### config.mk
export PLATFORM = sky130hd
export DESIGN_NAME = wb_regfile
export DESIGN_NICKNAME = d
export VERILOG_FILES = /design/src/rtl/wb_regfile.sv
export SDC_FILE = /design/constraint.sdc
export NUM_CORES = 2
export LEC_CHECK = 0
export ABC_AREA = 1
export CAP_MARGIN = 20
export CELL_PAD_IN_SITES_DETAIL_PLACEMENT = 0
export CELL_PAD_IN_SITES_GLOBAL_PLACEMENT = 1
export CORE_MARGIN = 2
export CORE_UTILIZATION = 51
export CTS_BUF_LIST = sky130_fd_sc_hd__clkbuf_8
export DETAILED_ROUTE_END_ITERATION = 6
export GPL_ROUTABILITY_DRIVEN = 0
export PLACE_DENSITY = 0.85
export SLEW_MARGIN = 20
export SYNTH_ARGS = -nofsm -noshare
export SYNTH_HDL_FRONTEND = slang
export SYNTH_SLANG_ARGS = --single-unit
### constraint.sdc
create_clock -name clk -period 5.67 [get_ports clk]
set_clock_uncertainty 0.05 [all_clocks]
set_input_delay 1.134 -clock clk [delete_from_list [all_inputs] [get_ports clk]]
set_output_delay 1.134 -clock clk [all_outputs]
set_load 0.005 [all_outputs]
### src/rtl/wb_regfile.sv
// Write-back architectural register file: two combinational read ports and a pending-write scoreboard.
// Define WB_REGFILE_BYPASS_EN to forward same-cycle write-back data and busy-clear to the read ports.
module wb_regfile #(
    parameter int DATA_WIDTH = 32,
    parameter int ADDR_WIDTH = 5
) (
    input  logic                  clk,
    input  logic                  rst_n,
    input  logic                  wb_rd_wr_en_i,
    input  logic [ADDR_WIDTH-1:0] wb_rd_addr_i,
    input  logic [DATA_WIDTH-1:0] wb_rd_reg_data_i,
    input  logic [ADDR_WIDTH-1:0] rs1_addr_i,
    input  logic [ADDR_WIDTH-1:0] rs2_addr_i,
    output logic [DATA_WIDTH-1:0] rs1_data_o,
    output logic [DATA_WIDTH-1:0] rs2_data_o,
    input  logic                  issue_en_i,
    input  logic [ADDR_WIDTH-1:0] issue_rd_addr_i,
    output logic                  rs1_busy_o,
    output logic                  rs2_busy_o,
    input  logic                  pipeline_flush_flag
);

    localparam int NUM_REGS = 2 ** ADDR_WIDTH;

    logic [DATA_WIDTH-1:0] mem [NUM_REGS];
    logic [NUM_REGS-1:0]   pending;
    logic [NUM_REGS-1:0]   pending_nxt;
    logic                  wb_valid;
    logic                  issue_valid;

    assign wb_valid    = wb_rd_wr_en_i && (wb_rd_addr_i != '0);
    // A flush discards the issuing instruction along with everything in flight.
    assign issue_valid = issue_en_i && (issue_rd_addr_i != '0) && !pipeline_flush_flag;

    // NOTE: the array is in the async reset because architectural state must read 0 after reset;
    // this costs a flop-based array instead of a RAM macro.
    always_ff @(posedge clk or negedge rst_n) begin
        if (!rst_n) begin
            for (int i = 0; i < NUM_REGS; i++) begin
                mem[i] <= '0;
            end
        end else if (wb_valid) begin
            mem[wb_rd_addr_i] <= wb_rd_reg_data_i;
        end
    end

    // NOTE: defaults first so every path assigns pending_nxt and no latch is inferred.
    always_comb begin
        pending_nxt = pending;
        if (pipeline_flush_flag) begin
            pending_nxt = '0;
        end else begin
            if (wb_valid) begin
                pending_nxt[wb_rd_addr_i] = 1'b0;
            end
            // Applied after the clear so the newer instruction keeps ownership of rd.
            if (issue_valid) begin
                pending_nxt[issue_rd_addr_i] = 1'b1;
            end
        end
        pending_nxt[0] = 1'b0;
    end

    always_ff @(posedge clk or negedge rst_n) begin
        if (!rst_n) begin
            pending <= '0;
        end else begin
            pending <= pending_nxt;
        end
    end

    always_comb begin
        rs1_data_o = (rs1_addr_i == '0) ? '0 : mem[rs1_addr_i];
        rs1_busy_o = pending[rs1_addr_i];
        rs2_data_o = (rs2_addr_i == '0) ? '0 : mem[rs2_addr_i];
        rs2_busy_o = pending[rs2_addr_i];
`ifdef WB_REGFILE_BYPASS_EN
        if (wb_valid && (wb_rd_addr_i == rs1_addr_i)) begin
            rs1_data_o = wb_rd_reg_data_i;
            rs1_busy_o = issue_valid && (issue_rd_addr_i == rs1_addr_i);
        end
        if (wb_valid && (wb_rd_addr_i == rs2_addr_i)) begin
            rs2_data_o = wb_rd_reg_data_i;
            rs2_busy_o = issue_valid && (issue_rd_addr_i == rs2_addr_i);
        end
`endif
    end

endmodule

# --- Word level (Yosys, flattened, before mapping) ---
# Index checks and enable logic that the tools add are counted.
word_totals:
  rom_bits: 0
  elab_cells: 83
  reg_bits: 1055
  ram_bits: 0
  latch_bits: 0
  mem_count: 0
op_classes:
  shift: 0
  magnitude_cmp: 10
  muxes: 23
  bitwise: 6
  n_eq_ne: 0
  div: 0
  n_addsub: 0
  reduce_logical: 11
  n_mul: 0
op_table:
  columns: ["cell", "n"]
  rows:
  - ["$bwmux 1024", 1]
  - ["$mux 32", 11]
  - ["$bmux 32 s5", 2]
  - ["$demux 32 s5", 1]
  - ["$and 32x32->32", 1]
  - ["$not 32->32", 1]
  - ["$or 32x32->32", 1]
  - ["$lt 5x6->1 const B", 4]
  - ["$ge 6x6->1 const B", 3]
  - ["$not 5->6", 3]
  - ["$bmux 1 s5", 2]
  - ["$demux 1 s5", 2]
  - ["$ge 5x1->1 const B", 2]
  - ["$logic_not 5->1", 2]
  - ["$reduce_bool 5->1", 2]
  - ["$logic_and 1x1->1", 6]
  - ["$lt 6x1->1 const B", 1]
  - ["$mux 1", 4]
  - ["$logic_not 1->1", 1]

# --- Depth between registers and ports, before layout ---
depth:
  word_depth: 11
  depth_mapped: 12
  depth_no_buf: 9

# --- Worst setup path before layout ---
# OpenSTA, ideal clock, no wires.
synth_path:
  path_kind: "input to output"
  start: "input rs1_addr_i[0]"
  end: "output rs1_data_o[28]"
  slack_ps: 2161
  stages: 12
  required_ps: 4486
  arrival_time_ps: 2325
  path_cell_list: "buf_2 -> inv_2 -> buf_2 -> buf_1 -> nand2_1 -> nand3_1 -> nand3_1 -> nand2_1 -> nand2_1 -> nand3_1 -> nand2_1 -> nor2_1"
synth_between:
  elab_chain_len: 5
  elab_cells_between_ends: 6
  cone_classes: "mux (4); bitwise (1); reduce/logical (1)"
synth_lines:
  columns: ["item", "line_no", "rtl"]
  rows:
  - ["start: declaration", "12", "input logic [ADDR_WIDTH-1:0] rs1_addr_i,"]
  - ["$not 5->6 (implied by the code)", "73", "rs1_data_o = (rs1_addr_i == '0) ? '0 : mem[rs1_addr_i];"]
  - ["$bmux 32 s5", "73", null]
  - ["$mux 32 (implied by the code) (2 in a row)", "73", null]
  - ["$mux 32 (*)", "73", null]
  - ["end: declaration", "14", "output logic [DATA_WIDTH-1:0] rs1_data_o,"]
# Mark *: on every way between the ends. The rest lies on a longest branch, timed or not. The select of a mux whose other input is x is not followed.

# --- Worst setup path after layout ---
layout_path:
  start: "input rs1_addr_i[0]"
  end: "output rs1_data_o[18]"
# Same word-level chain as after synthesis.

==> results.tsv <==
metric	value	unit
critPathKind	input port to output pin	
outcome	completed	
area_growth_syn_to_layout	10.6	%
hold_viol_final	0	
antenna_found_initial	3	
p_per_area	336	mW/mm²
fin_area	0.0650	mm²
cp_num_cells	9	
grt_max_degree	122	
wl	237000	µm
arrival	4.03	ns
start_util	51.4	%
num-fill-cells	11086	
avgSynthCellArea	6.81	µm²
num_io_pins	123	
clock-sinks	1055	
dp_worst_setup_slack	0.622	ns
worstPathMaxFanout	48	
slew_viol_final	0	
wl_per_cell	23.8	µm
die_h	343	µm
dp_hpwl	131000	µm
synth-edff-count	0	
final_net_count	8396	
fin_tns_setup	0	ns
worst_path_largest_cell_delay	0.65	ns
setup_viol	0	
worstHoldPathType	input port to asynchronous set/reset pin	
tritoncts	done	
clockRootBuffer	clkbuf_8	
worst_slew_pin_slew	1.19	ns
crit_family	buffers and inverters	
fin_hold_ws	0.231	ns
grt_pass1_vias	55486	
port_buffers	122	
die_area	0.118	mm²
r2r-start	pending[3]	
synth_top_cell_by_area	dfrtp_1	
max_freq	192	MHz
drv_cap	0	
r2r_end	pending[3]	
cp_slowest_cell	clkdlybuf4s50_1	
synth_common_cells	nand2_1, nand3_1, dfrtp_1	
critPathCaptureType	output pin	
p_leak	0.0308	µW
synth_flop_cell	dfrtp_1	
r2r_setup_slack	4.83	ns
r2r_cells	2	
critPathRequiredTime	4.49	ns
yosysMostFrequentCell	nand2_1	
ys_top_cells_by_area	dfrtp_1, nand2_1, nand3_1, o21ai_0, a21oi_1	
drive_above_1_share	6.31	%
die_x	343	µm
slew_headroom	20.5	%
htree_levels	4	
vias	59623	
syn_nets	8682	
cts_made_buffers	186	
worst-path-buf-inv	6	
cp-start-kind	input port	
drc	0	
path_clk_slew	0.05	ns
cp_common_cell	buf_12	
path_cells	buf_8, inv_8, buf_12, buf_12, nand3_2, buf_12, nand2_1, nor2_1, clkdlybuf4s50_1	
cts_hold_buf	0	
fp-row-count	124	
grt_pass1_wl	357000	µm
post_cts_buffers	0	
syn_inst	8625	
core	0.114	mm²
clockBufferDepth	3	
fin_crit	5.21	ns
netlist_area	0.0587	mm²
dr.first_iter.drc_count	7103	
setup_slack	0.459	ns
synth_top_cell_area_share	45.0	%
vias_per_cell	5.97	
cts.repair.resized	0	
ys_seq_elements	1055	
grt_overflow	0	
yosysWarnings	0	
vdd_drop_max	0.263	mV
firstDrtPassIters	6	
ys_seq_area_share	45.0	%
synth-async-reset-ratio	100	%
clkLatencyLatePin	0.91	ns
min_period_over_period	91.9	%
synth_cell_types	23	
grtUsageTotal	40.1	%
ant_nets	0	
rsz0062_at_grt	false	
place_area	0.0612	mm²
==> sequential cells by signal, summed over array words and instances, names as in the netlist <==
signal / flops
mem: 1024
pending: 31
==> how the worst max path moves through the flow <==
| stage | startpoint | to | slack (ns) |
|---|---|---|---|
| global route | rs1_addr_i[0] | rs1_data_o[23] | 0.49 |
| CTS | rs1_addr_i[0] | rs1_data_o[28] | 0.60 |
| global placement | rs1_addr_i[0] | rs1_data_o[28] | 0.60 |
| detailed placement | rs1_addr_i[0] | rs1_data_o[28] | 0.62 |
| floorplan | rs1_addr_i[0] | rs1_data_o[28] | 2.16 |
| finish | rs1_addr_i[0] | rs1_data_o[18] | 0.46 |
==> power breakdown <==
part / internal, µW / total [µW] / switching [µW]
combinational: 1720 / 4530 / 2810
sequential: 8960 / 10100 / 1110
clock: 3840 / 7210 / 3380
==> through the flow <==
| step | total power, µW | utilization [%] | cells |
|---|---|---|---|
| global placement | 14500 | 53.5 | 9657 |
| CTS | 21800 | 56.8 | 9984 |
| floorplan | 13000 | - | 8625 |
| global route | 23000 | 56.9 | 9987 |
| finish | 21800 | 56.9 | 9987 |
| detailed placement | 14600 | 53.6 | 9661 |
==> layout by cell type, fill, tap and decap left out <==
cell type,instances
buf_2,2
nor2_1,506
bufinv_16,2
nand3_2,3
o211ai_1,8
nand2_1,3371
buf_16,1
a32o_1,4
a21oi_1,408
inv_6,2
buf_6,2
o21ai_0,859
diode_2,1
clkinv_2,18
inv_4,2
inv_8,6
buf_8,6
clkinvlp_4,5
nand3_4,2
nor3_2,6
dfrtp_1,1055
clkinv_1,1
nand2_2,4
buf_4,124
nor2_4,8
clkbuf_8,239
inv_1,161
nand4_1,1
buf_12,75
nor3_1,10
inv_2,6
nand3_1,1411
nor2_2,1
nand2_4,21
o21ai_1,33
clkdlybuf4s50_1,111
==> final cells by class <==
type                            instances  area [µm²]  area share (%)
Multi-Input combinational cell       6656       28800            44.3
Timing Repair Buffer                  321        3690            5.69
Clock buffer                          239        3290            5.06
Tap cell                             1512        1890            2.91
Antenna cell                            1        2.50         0.00385
Clock inverter                         84         422           0.649
Inverter                              119         494           0.761
Sequential cell                      1055       26400            40.6
==> kinds of logic after synthesis <==
logic type | after synthesis | synth area share (%)
flip-flops | 1055 | 45.0
buffers and inverters | 914 | 6.37
AND/OR/NAND/NOR | 5344 | 37.4
AO/OA/AOI/OAI | 1312 | 11.3
==> per-layer routing <==
metal | routed length [µm] | GRT usage [%] | part of all wire, % | up-vias
met4 | 12400 | 18.9 | 5.2 | 4
met5 | 21 | 0 | 0.0089 | -
li1 | - | - | - | 27438
met3 | 25400 | 9.49 | 11 | 663
met2 | 105000 | 62.4 | 44 | 3262
met1 | 94500 | 53.0 | 40 | 28256
==> worst register-to-register path, cell delays in order (launching register included) <==
cell and delay [ns]:
dfrtp_1 0.43, o21ai_0 0.14, a21oi_1 0.14
(Power assumes the default switching activity.)
